==> src/rtl/led_blink_arbiter.sv <==
// Round-robin arbiter that lends one status LED to NUM_REQ requesters and plays each blink code.
// Optional idle heartbeat: define HEARTBEAT_IDLE_EN.
module led_blink_arbiter #(
  parameter int unsigned NUM_REQ   = 4,
  parameter int unsigned CNT_W     = 4,
  parameter int unsigned TICK_DIV  = 10000000,
  parameter int unsigned ON_TICKS  = 2,
  parameter int unsigned OFF_TICKS = 3,
  parameter int unsigned GAP_TICKS = 10,
  localparam int unsigned GID_W    = (NUM_REQ > 1) ? $clog2(NUM_REQ) : 1
) (
  input  logic                     clk,
  input  logic                     a_reset_n,
  input  logic [NUM_REQ-1:0]       req,
  input  logic [NUM_REQ*CNT_W-1:0] blink_cnt,
  output logic [NUM_REQ-1:0]       ack,
  output logic                     busy,
  output logic [GID_W-1:0]         grant_id,
  output logic                     led_out
);

  localparam int unsigned DIV_W  = (TICK_DIV > 1) ? $clog2(TICK_DIV) : 1;
  localparam int unsigned PH_MAX = (ON_TICKS > OFF_TICKS) ?
                                   ((ON_TICKS > GAP_TICKS) ? ON_TICKS : GAP_TICKS) :
                                   ((OFF_TICKS > GAP_TICKS) ? OFF_TICKS : GAP_TICKS);
  localparam int unsigned PH_W   = (PH_MAX > 1) ? $clog2(PH_MAX) : 1;

  typedef enum logic [2:0] {StIdle, StOn, StOff, StGap, StAck} state_e;

  state_e             state_q, state_d;
  logic [DIV_W-1:0]   div_q, div_d;
  logic [PH_W-1:0]    phase_q, phase_d;
  logic [CNT_W-1:0]   rem_q, rem_d;
  logic [GID_W-1:0]   gid_q, gid_d;
  logic [GID_W-1:0]   last_q, last_d;
  logic [NUM_REQ-1:0] ack_q, ack_d;
  logic               busy_q, busy_d;
  logic               led_q, led_d;

  logic               tick;
  logic [GID_W-1:0]   winner;
  logic [CNT_W-1:0]   win_cnt;

  assign tick = (div_q == DIV_W'(TICK_DIV - 1));

  // Round-robin search starting just after the last acknowledged requester.
  always_comb begin
    logic        found;
    int unsigned idx;
    winner  = '0;
    win_cnt = '0;
    found   = 1'b0;
    idx     = 0;
    for (int unsigned i = 1; i <= NUM_REQ; i++) begin
      idx = 32'(last_q) + i;
      if (idx >= NUM_REQ) idx = idx - NUM_REQ;
      if (!found && req[idx[GID_W-1:0]]) begin
        found  = 1'b1;
        winner = idx[GID_W-1:0];
      end
    end
    for (int unsigned i = 0; i < NUM_REQ; i++) begin
      if (GID_W'(i) == winner) win_cnt = blink_cnt[i*CNT_W +: CNT_W];
    end
  end

`ifdef HEARTBEAT_IDLE_EN
  localparam int unsigned HB_TICKS = ON_TICKS + OFF_TICKS;
  localparam int unsigned HB_W     = $clog2(HB_TICKS);
  logic [HB_W-1:0] hb_q, hb_d;
`endif

  always_comb begin
    state_d = state_q;
    div_d   = tick ? '0 : div_q + DIV_W'(1);
    phase_d = phase_q;
    rem_d   = rem_q;
    gid_d   = gid_q;
    last_d  = last_q;
    ack_d   = '0;

    unique case (state_q)
      StIdle: begin
        if (|req) begin
          gid_d   = winner;
          rem_d   = win_cnt;
          div_d   = '0;
          phase_d = '0;
          state_d = (win_cnt == '0) ? StAck : StOn;
        end
      end
      StOn: begin
        if (tick) begin
          if (phase_q == PH_W'(ON_TICKS - 1)) begin
            phase_d = '0;
            rem_d   = rem_q - CNT_W'(1);
            state_d = StOff;
          end else begin
            phase_d = phase_q + PH_W'(1);
          end
        end
      end
      StOff: begin
        if (tick) begin
          if (phase_q == PH_W'(OFF_TICKS - 1)) begin
            phase_d = '0;
            state_d = (rem_q != '0) ? StOn : StGap;
          end else begin
            phase_d = phase_q + PH_W'(1);
          end
        end
      end
      StGap: begin
        if (tick) begin
          if (phase_q == PH_W'(GAP_TICKS - 1)) begin
            phase_d = '0;
            state_d = StAck;
          end else begin
            phase_d = phase_q + PH_W'(1);
          end
        end
      end
      StAck: begin
        last_d  = gid_q;
        state_d = StIdle;
      end
      default: state_d = StIdle;
    endcase

    // Outputs are registered from the next state so they align with the state register.
    if (state_d == StAck) ack_d[gid_d] = 1'b1;
    busy_d = (state_d != StIdle);

`ifdef HEARTBEAT_IDLE_EN
    led_d = (state_d == StOn);
    hb_d  = '0;
    if (state_q == StIdle && state_d == StIdle) begin
      led_d = led_q;
      hb_d  = hb_q;
      if (tick) begin
        if (hb_q == HB_W'(HB_TICKS - 1)) begin
          hb_d  = '0;
          led_d = ~led_q;
        end else begin
          hb_d = hb_q + HB_W'(1);
        end
      end
    end
`else
    led_d = (state_d == StOn);
`endif
  end

  always_ff @(posedge clk or posedge a_reset_n) begin
    if (a_reset_n) begin
      state_q <= StIdle;
      div_q   <= '0;
      phase_q <= '0;
      rem_q   <= '0;
      gid_q   <= '0;
      last_q  <= GID_W'(NUM_REQ - 1);
      ack_q   <= '0;
      busy_q  <= 1'b0;
      led_q   <= 1'b0;
    end else begin
      state_q <= state_d;
      div_q   <= div_d;
      phase_q <= phase_d;
      rem_q   <= rem_d;
      gid_q   <= gid_d;
      last_q  <= last_d;
      ack_q   <= ack_d;
      busy_q  <= busy_d;
      led_q   <= led_d;
    end
  end

`ifdef HEARTBEAT_IDLE_EN
  always_ff @(posedge clk or posedge a_reset_n) begin
    if (a_reset_n) hb_q <= '0;
    else           hb_q <= hb_d;
  end
`endif

  assign ack      = ack_q;
  assign busy     = busy_q;
  assign grant_id = gid_q;
  assign led_out  = led_q;

endmodule

==> config.mk <==
export PLATFORM = sky130hd
export DESIGN_NAME = led_blink_arbiter
export DESIGN_NICKNAME = d
export VERILOG_FILES = /design/src/rtl/led_blink_arbiter.sv
export SDC_FILE = /design/constraint.sdc
export NUM_CORES = 1
export LEC_CHECK = 0
export CAP_MARGIN = 20
export CORE_MARGIN = 1
export CORE_UTILIZATION = 56
export DETAILED_ROUTE_END_ITERATION = 8
export PLACE_DENSITY = 0.83
export SKIP_LAST_GASP = 1
export SYNTH_ARGS = -nofsm -noshare
export SYNTH_HDL_FRONTEND = slang
export SYNTH_SLANG_ARGS = --single-unit
==> constraint.sdc <==
create_clock -name clk -period 2.8 [get_ports clk]
set_clock_uncertainty 0.1 [all_clocks]
set_input_delay 0.84 -clock clk [delete_from_list [all_inputs] [get_ports clk]]
set_output_delay 0.84 -clock clk [all_outputs]
set_load 0.1 [all_outputs]
======== Word-level counts from Yosys, hierarchy flattened ========
Index checks and enable logic that the tools add are counted.
cells by class
  equal/unequal tests ..................... 18
  add/subtract/negate cells ............... 11
  multiplexer cells ....................... 53
  order comparisons ....................... 10
  reductions and logical operators ........ 17
operator list
  kind                                                        number
  2-to-1 mux 24 bit                                           3
  2-to-1 mux 4 bit                                            15
  adder 24 x 1 -> 24 bit, second input constant               1
  equality test 24 bit, second input constant                 1
  2-to-1 mux 3 bit                                            8
  2-to-1 mux 2 bit                                            11
  case mux 4 bit (4 select lines)                             1
  less-than comparator 2 x 3 -> 1 bit, second input constant  5
  case mux 3 bit (4 select lines)                             1
  != test 2 bit, second input constant                        5
  >= comparator 3 bit, second input constant                  3
  binary-select mux 1 bit (select 2 bit)                      4
  2-to-1 mux 1 bit                                            8
  case mux 4 bit (2 select lines)                             1
  nonzero test 4 bit                                          2
  subtractor 2 x 1 -> 2 bit, second input constant            4
  adder 2 x 2 -> 3 bit, second input constant                 2
  equality test 3 x 1 -> 1 bit, second input constant         2
  equality test 3 x 2 -> 1 bit, second input constant         2
  equality test 3 bit, second input constant                  2
  AND reduction 5 bit                                         1
  adder 2 x 3 -> 4 bit, second input constant                 1
  adder 4 x 1 -> 4 bit, second input constant                 1
  equality test 2 bit, first input constant                   2
  18 further kinds                                            23
storage, ports and cells
  output and inout bits ................... 8
  input port bits ......................... 22
  register bits ........................... 45
  word-level logic and storage cells ...... 118

======== Longest topological paths before layout ========
Gate-level depths: netlist of the first run.
  depth in word-level cells ............... 26
  gate-level depth with buffers ........... 9
  mapped depth without buffers ............ 9

======== Least setup slack after synthesis of the first run ========
OpenSTA, ideal clock, no wires.
  path kind ............................... input port to flip-flop
  start point ............................. input req[1]
  end point ............................... register ack_q[2], in the netlist ack[2]
  path buffers ............................ 1
  path slack .............................. 101 ps
  library setup time ...................... 95 ps
  data required time ...................... 2605 ps
  arrival time ............................ 2504 ps
  stages on the path ...................... 8
  cells stage by stage .................... or2_1 -> a311o_1 -> buf_2 -> o211ai_1 -> nand4_1 -> nor2_1 -> or4b_4 -> a211oi_1
between the ends
  longest elaborated chain between the ends .. 23
  elaborated cells on any way between the ends .. 43
  classes of those cells .................. 2 x order compare; 4 x eq/ne; 27 x mux; 10 x reduce/logical
ends and longest elaborated chain
  item                                    line  RTL
  start: declaration                      14    input logic [NUM_REQ-1:0] req,
  binary-select mux 1 bit (select 2 bit)  57    if (!found && req[idx[GID_W-1:0]]) begin
  2-to-1 mux 1 bit (not written as such)  57
  2-to-1 mux 1 bit                        57
  zero test 1 bit                         57
  logical AND 1 bit                       57
  2-to-1 mux 1 bit                        57
  zero test 1 bit                         57
  logical AND 1 bit                       57
  [... 5 more ...]                        --
  2-to-1 mux 4 bit (4 in a row)           63    if (GID_W'(i) == winner) win_cnt = blink_cnt[i*CNT_W +: CNT_W];
  zero test 4 bit                         89    state_d = (win_cnt == '0) ? StAck : StOn;
  2-to-1 mux 3 bit                        89
  2-to-1 mux 3 bit                        84    if (|req) begin
  case mux 3 bit (4 select lines)         82    unique case (state_q)
  equality test 3 bit                     131   if (state_d == StAck) ack_d[gid_d] = 1'b1;
  2-to-1 mux 4 bit (*)                    131
  named net ack_d[2]                      36    logic [NUM_REQ-1:0] ack_q, ack_d;
  end signal: assignment                  172   ack_q <= ack_d;
  end: declaration                        36
The timed path passes the listed nets; every way through them passes the cells marked *. The select of a mux whose other input is x is not followed.
A chain may end at the register's enable or synchronous reset.

======== Worst setup path in the final report of the first run ========
  start point ............................. input req[0]
  end point ............................... register ack_q[0], in the netlist ack[0]
Same word-level chain as after synthesis.

==> qor.yml, run 1 <==
synthesis:
  ys_types: 48
  ys_seq_elements: 45
  ys.flop_type: "dfrtp_1"
  syn_nets: 303
  synth_edf_count: 0
  synth_area_sq_um: 2510
  yosysWarnings: 0
  syn_inst: 275
  synth.avg_cell_area_sq_um: 9.14
  ys_seq_area_share_pct: 44.9
  async_flop_share_pct: 100
setup_path:
  r2r_slack_ns: 0.26
  worstPathArrival_ns: 2.86
  worstPathCellList: "clkdlybuf4s15_2 > or2_1 > a311o_2 > buf_4 > mux2i_1 > or4b_4 > a211oi_2"
  crit_family: "simple AND/OR/NAND/NOR gates"
  cp_slowest_cell: "or4b_4"
  cp.required_ns: 2.91
  r2r-start: "last_q[1]$_DFFE_PP1N_"
  critical_path.endpoint_type: "flop"
  reg2reg_depth: 7
  cp-startpoint: "req[0]"
  path_max_fanout: 7
  critical_path_class: "primary input to flop"
  start_kind: "primary input"
  r2r-end: "ack[0]$_DFF_PP0_"
  cp.buffers_inverters: 2
  max_stage_delay_ns: 0.61
route:
  drtIter0Drc: 116
  via_per_inst: 5.62
  drc: 0
  vias: 2130
  routed_wl_microns: 5280
  antenna_left: 0
  first_pass_iters: 4
  post_drt_wl_per_cell_microns: 13.9
grt:
  grt_pass1_vias: 1929
  use_met2_pct: 37.1
  grt_max_degree: 27
  use_met3_pct: 4.77
  track_usage_pct: 24.4
  gr-usage-met1_pct: 34.3
  gr-total-overflow: 0
  grt_pass1_wl_microns: 8600
  antenna_found_initial: 0
  busiest_layer: "met2"
placed_design:
  gp_congestion: 0.888
  preCtsSetupSlack_ns: -0.555
  hpwl_microns: 3820
  port_buffers: 29
  dpl_cell_area_sq_um: 2970
cts:
  cts_buffers: 5
  root_buffer: "clkbuf_8"
  cts_tree: "built"
  clock_latency_ns: 0.30
  clock_sinks: 45
  htree_levels: 2
  cts_hold_buf: 0
  path_clk_slew_ns: 0.08
  clockBufferDepth: 2
finish:
  diodes: 0
  mostFrequentLayoutCells: "dfrtp_1, nor2_1, buf_4"
  nNetsFinal: 356
  final_common_cell: "dfrtp_1"
  synthToLayoutAreaGrowth_pct: 25.3
  drive_above_1_share_pct: 18.5
  fin_area_sq_um: 3150
die:
  start_util_pct: 60.7
  coreArea_sq_um: 4140
  die_area_sq_um: 4760
  ios: 30
  die_w_microns: 69.0
  fp.dieH_microns: 69.0
  rows: 23
hold_path:
  whs_endpoint: "div_q[0]$_DFF_PP0_"
  worstHoldPathType: "flop to flop"
  worstHoldStart: "div_q[0]$_DFF_PP0_"
  hold_path_depth: 1
pwr:
  power_density_nw_per_um2: 776
  cellLeakagePower_nw: 1.43
  max-vdd-ir-drop_v: 0.000559
  total_power_w: 0.00244
run_status:
  run_status: "completed"
timing:
  finalCriticalPeriod_ns: 2.74
  slew_headroom_pct: 52.2
  worst_slack_ns: 0.0568
  setup_viol: 0
  fmax_ghz: 0.365
  worst_pin_slew_ns: 0.713
  slew_viol_final: 0
  final.period_utilization_pct: 98.0
  finalHoldViolations: 0
job:
  cap_violations: 0
## registers in the layout, summed over array words and instances, names as in the netlist
signal    flops
led_out       1
grant_id      2
phase_q       4
state_q       3
last_q        2
busy          1
rem_q         4
ack           4
div_q        24
## per-layer routing
layer  up-vias  routed length (microns)
li1       1081                        -
met1       996                     2550
met2        48                     2470
met3         5                      205
met4         0                       51
met5         -                        0
## worst register-to-register path, delay by kind of cell (launching register included)
family | cells | cell delay [ns]
compound gates | 2 | 0.51
flops | 1 | 0.63
mux | 2 | 0.33
simple gates | 3 | 0.89
## stage by stage
step / setup TNS [ns] / utilization [%] / cells / hold WS [ns]
floorplan: 0 / - / 275 / 0.369
global placement: -2.81 / 71.7 / 363 / 0.391
detailed placement: -3.65 / 71.7 / 363 / 0.426
CTS: 0 / 75.5 / 377 / 0.443
global route: -0.00896 / 76.0 / 379 / 0.476
finish: 0 / 76.0 / 379 / 0.443
## worst max-delay path by stage
stage	depth (start not counted)	to	slack, ns
CTS	8	ack[0]$_DFF_PP0_	0.006
floorplan	8	ack[2]$_DFF_PP0_	0.10
finish	7	ack[0]$_DFF_PP0_	0.06
detailed placement	8	ack[0]$_DFF_PP0_	-0.55
global route	12	rem_q[2]$_DFFE_PP0P_	-0.009
global placement	8	ack[2]$_DFF_PP0_	-0.43
## Yosys cell counts (2+ instances only)
master	count	area, sq um
dfrtp_1	43	1080
nor2_1	38	143
nand2_1	22	82.6
a21oi_1	17	85.1
xor2_1	14	123
o21ai_0	13	65.1
nand4_1	11	68.8
inv_1	9	33.8
clkbuf_1	8	30.0
nand3_1	8	40.0
and3_1	7	43.8
ha_1	6	75.1
mux2i_1	6	60.1
nand2b_1	6	37.5
o211ai_1	6	45.0
nor3_1	5	25.0
xnor2_1	5	43.8
and4_1	4	35.0
nor3b_1	4	30.0
or3_1	4	25.0
a211oi_1	3	22.5
a31oi_1	3	18.8
and2_1	2	12.5
dfstp_2	2	52.6
mux2_2	2	22.5
nor4b_1	2	17.5
o21ai_1	2	10.0
o31ai_1	2	15.0
or2_2	2	12.5
## cell families (layout without fill, tap and decap cells)
logic type | count (synthesis) | after routing | synth area share, %
and+or+nand+nor | 125 | 125 | 26.0
buffers and inverters | 18 | 72 | 2.74
adders and majority gates | 6 | 6 | 2.99
DFF | 45 | 45 | 44.9
xor gates and xnor gates | 19 | 19 | 6.62
AOI/OAI and AO/OA | 54 | 54 | 13.5
muxes | 8 | 8 | 3.29
## cell type report
class                           count  area, sq um
Sequential cell                    45         1130
Multi-Input combinational cell    212         1340
Inverter                            9         33.8
Fill cell                         309          995
Timing Repair Buffer               55          484
Tap cell                           50         62.6
Clock inverter                      2         13.8
Clock buffer                        6         82.6
## power by group
group	internal, W	switching (W)
sequential	0.000785	0.000137
clock	0.000200	0.000218
combinational	0.000458	0.000645
total	0.00144	0.00100
## timing repair
action / in CTS / in global routing
resized for setup: 10 / 5
pin swaps: 8 / 5
setup endpoints to repair: 7 / 7
buffers inserted: 6 / 2
Power figures use the tool's default switching activity.
==> run 2: changes to the inputs <==
--- a/config.mk
+++ b/config.mk
@@ -6,8 +6,10 @@
 export NUM_CORES = 1
 export LEC_CHECK = 0
 export CAP_MARGIN = 20
-export CORE_MARGIN = 1
-export CORE_UTILIZATION = 56
+export CELL_PAD_IN_SITES_DETAIL_PLACEMENT = 0
+export CELL_PAD_IN_SITES_GLOBAL_PLACEMENT = 1
+export CORE_MARGIN = 2
+export CORE_UTILIZATION = 43
 export DETAILED_ROUTE_END_ITERATION = 8
 export PLACE_DENSITY = 0.83
 export SKIP_LAST_GASP = 1
==> run 2 against run 1 <==
Non-clock buffer count is 5 lower. Cell count up 4.5%. Largest power group unchanged. Die area rose by 36%. Maximum frequency up 4.0%. Highest routed layer unchanged. Clock-buffer cell count up 1. Largest cell class unchanged. Flip-flop and latch count unchanged. Core utilization is 20 points lower. Sequential share of layout area rose by 0.45 points.
==> qor.yml, run 2 (synthesis gave the netlist of run 1 again) <==
run_status:
  run_status: "completed"
setup_path:
  reg2reg_depth: 7  # unchanged
  path_max_fanout: 6  # -1
  start_kind: "primary input"
  critical_path.endpoint_type: "flop"
  cp.required_ns: 2.91  # about the same
  critical_path_class: "primary input to flop"
  worstPathArrival_ns: 2.75  # -0.11 ns
finish:
  ff_latch_area_sq_um: 1130  # unchanged
  diodes: 0  # unchanged
  synthToLayoutAreaGrowth_pct: 23.7
  nNetsFinal: 351  # -1.4%
  final_common_cell: "dfrtp_1"
  mostFrequentLayoutCells: "dfrtp_1, nor2_1, buf_4"
  drive_above_1_share_pct: 16.7  # -1.9 points
  stdcell_count: 396  # +4.5%
  fillCellCount: 524  # +70%
  multiInputGateArea_sq_um: 1340  # -0.47%
  largest_register: "div_q"
  largest_reg_flops: 24  # unchanged
die:
  coreArea_sq_um: 5570  # +35%
  fp.dieH_microns: 80.5  # +17%
  ios: 30  # unchanged
  rows: 27  # +17%
  start_util_pct: 45.1  # -16 points
  die_area_sq_um: 6470  # +36%
  die_w_microns: 80.5  # +17%
route:
  routed_wl_microns: 5330  # +1.1%
  post_drt_wl_per_cell_microns: 13.5  # -3.2%
  drtIter0Drc: 105  # -9.5%
  antenna_left: 0  # unchanged
  via_per_inst: 5.35  # -4.9%
  first_pass_iters: 4  # unchanged
  drc: 0  # unchanged
  vias: 2117  # -0.61%
timing:
  rsz0062_at_grt: "false"
  final.period_utilization_pct: 94.2  # -3.8 points
  finalCriticalPeriod_ns: 2.64  # -0.106 ns
  setup_viol: 0  # unchanged
  slew_viol_final: 0  # unchanged
  fmax_ghz: 0.379  # +4.0%
  worst_pin_slew_ns: 0.526  # -0.186 ns
  slew_headroom_pct: 64.7  # +12 points
  worst_slack_ns: 0.163  # +0.106 ns
  setup_tns_ns: 0  # unchanged
  finalHoldViolations: 0  # unchanged
job:
  cap_violations: 0  # unchanged
cts:
  htree_levels: 2  # unchanged
  root_buffer: "clkbuf_8"
  path_clk_slew_ns: 0.08  # about the same
  cts_tree: "built"
  cts_buffers: 5  # unchanged
  clock_latency_ns: 0.29  # about the same
  clockBufferDepth: 2  # unchanged
  clock_sinks: 45  # unchanged
grt:
  track_usage_pct: 18.5  # -5.9 points
  antenna_found_initial: 0  # unchanged
  grt_max_degree: 46  # +70%
  grt_pass1_vias: 2089  # +8.3%
  grt_pass1_wl_microns: 9560  # +11%
  gr-total-overflow: 0  # unchanged
placed_design:
  hpwl_microns: 3860  # +0.90%
  place_inst: 385  # +6.1%
  port_buffers: 29  # unchanged
  preCtsSetupSlack_ns: -0.492  # +0.0626 ns
  gp_congestion: 0.819  # -7.8%
pwr:
  power_density_nw_per_um2: 762  # -1.8%
  max-vdd-ir-drop_v: 0.000334  # -40%
  cellLeakagePower_nw: 1.39  # -2.7%
hold_path:
  worstHoldPathType: "flop to flop"
  hold_path_depth: 1  # unchanged
==> run 2: worst paths after layout <==
path / endpoint / slack [ns] / startpoint
max in group asynchronous: last_q[0]$_DFFE_PP1N_ / 1.57 / a_reset_n
setup reg to reg: ack[2]$_DFF_PP0_ / 0.33 / last_q[0]$_DFFE_PP1N_
min in group asynchronous: phase_q[0]$_DFFE_PP0P_ / 0.77 / a_reset_n
hold / removal: div_q[0]$_DFF_PP0_ / 0.41 / div_q[0]$_DFF_PP0_
setup / recovery: ack[2]$_DFF_PP0_ / 0.16 / req[0]
hold reg to reg: div_q[0]$_DFF_PP0_ / 0.41 / div_q[0]$_DFF_PP0_
==> run 2: through the flow <==
step	total power [W]	utilization [%]	hold WS (ns)	area, sq um
after floorplan	0.00163	-	0.369	2510
after global placement	0.00194	53.8	0.398	3000
after detailed placement	0.00196	53.8	0.410	3000
after CTS	0.00238	55.9	0.424	3120
after global routing	0.00256	55.8	0.449	3110
final	0.00237	55.8	0.413	3110
==> run 2: where the power goes <==
group          internal [W]  leakage, nW  total, W  switching (W)
Clock              0.000177       0.0385  0.000401       0.000224
Combinational      0.000424        0.774   0.00105       0.000624
Sequential         0.000785        0.580  0.000920       0.000135
Total               0.00139         1.39   0.00237       0.000983
==> run 2: routing by layer <==
metal / global-route usage, % / vias to the layer above / wire length [microns]
li1: - / 1074 / -
met1: 26.1 / 1006 / 2680
met2: 29.5 / 31 / 2500
met3: 3.26 / 6 / 123
met4: 4.41 / 0 / 39
met5: 0 / - / 0
==> run 2: area by class of cell <==
class	instances	area share [%]
sequential	45	36.3
multi-input combinational	212	43.0
timing repair buffer	50	14.0
tap	72	2.90
clock buffer	7	2.45
inverter	9	1.09
clock inverter	1	0.241
==> run 2: repair_timing <==
action / CTS / global route
pin swaps: 9 / 4
hold buffers: 0 / 0
setup buffers: 2 / 1
setup endpoints to repair: 7 / 6
gates resized for setup: 12 / 4
==> run 2: worst max-delay path, cell delays in order <==
cell and delay (ns):
buf_2 0.12, or2_1 0.23, a311o_1 0.40, buf_4 0.18
mux2i_1 0.15, or4b_4 0.61, a211oi_2 0.21
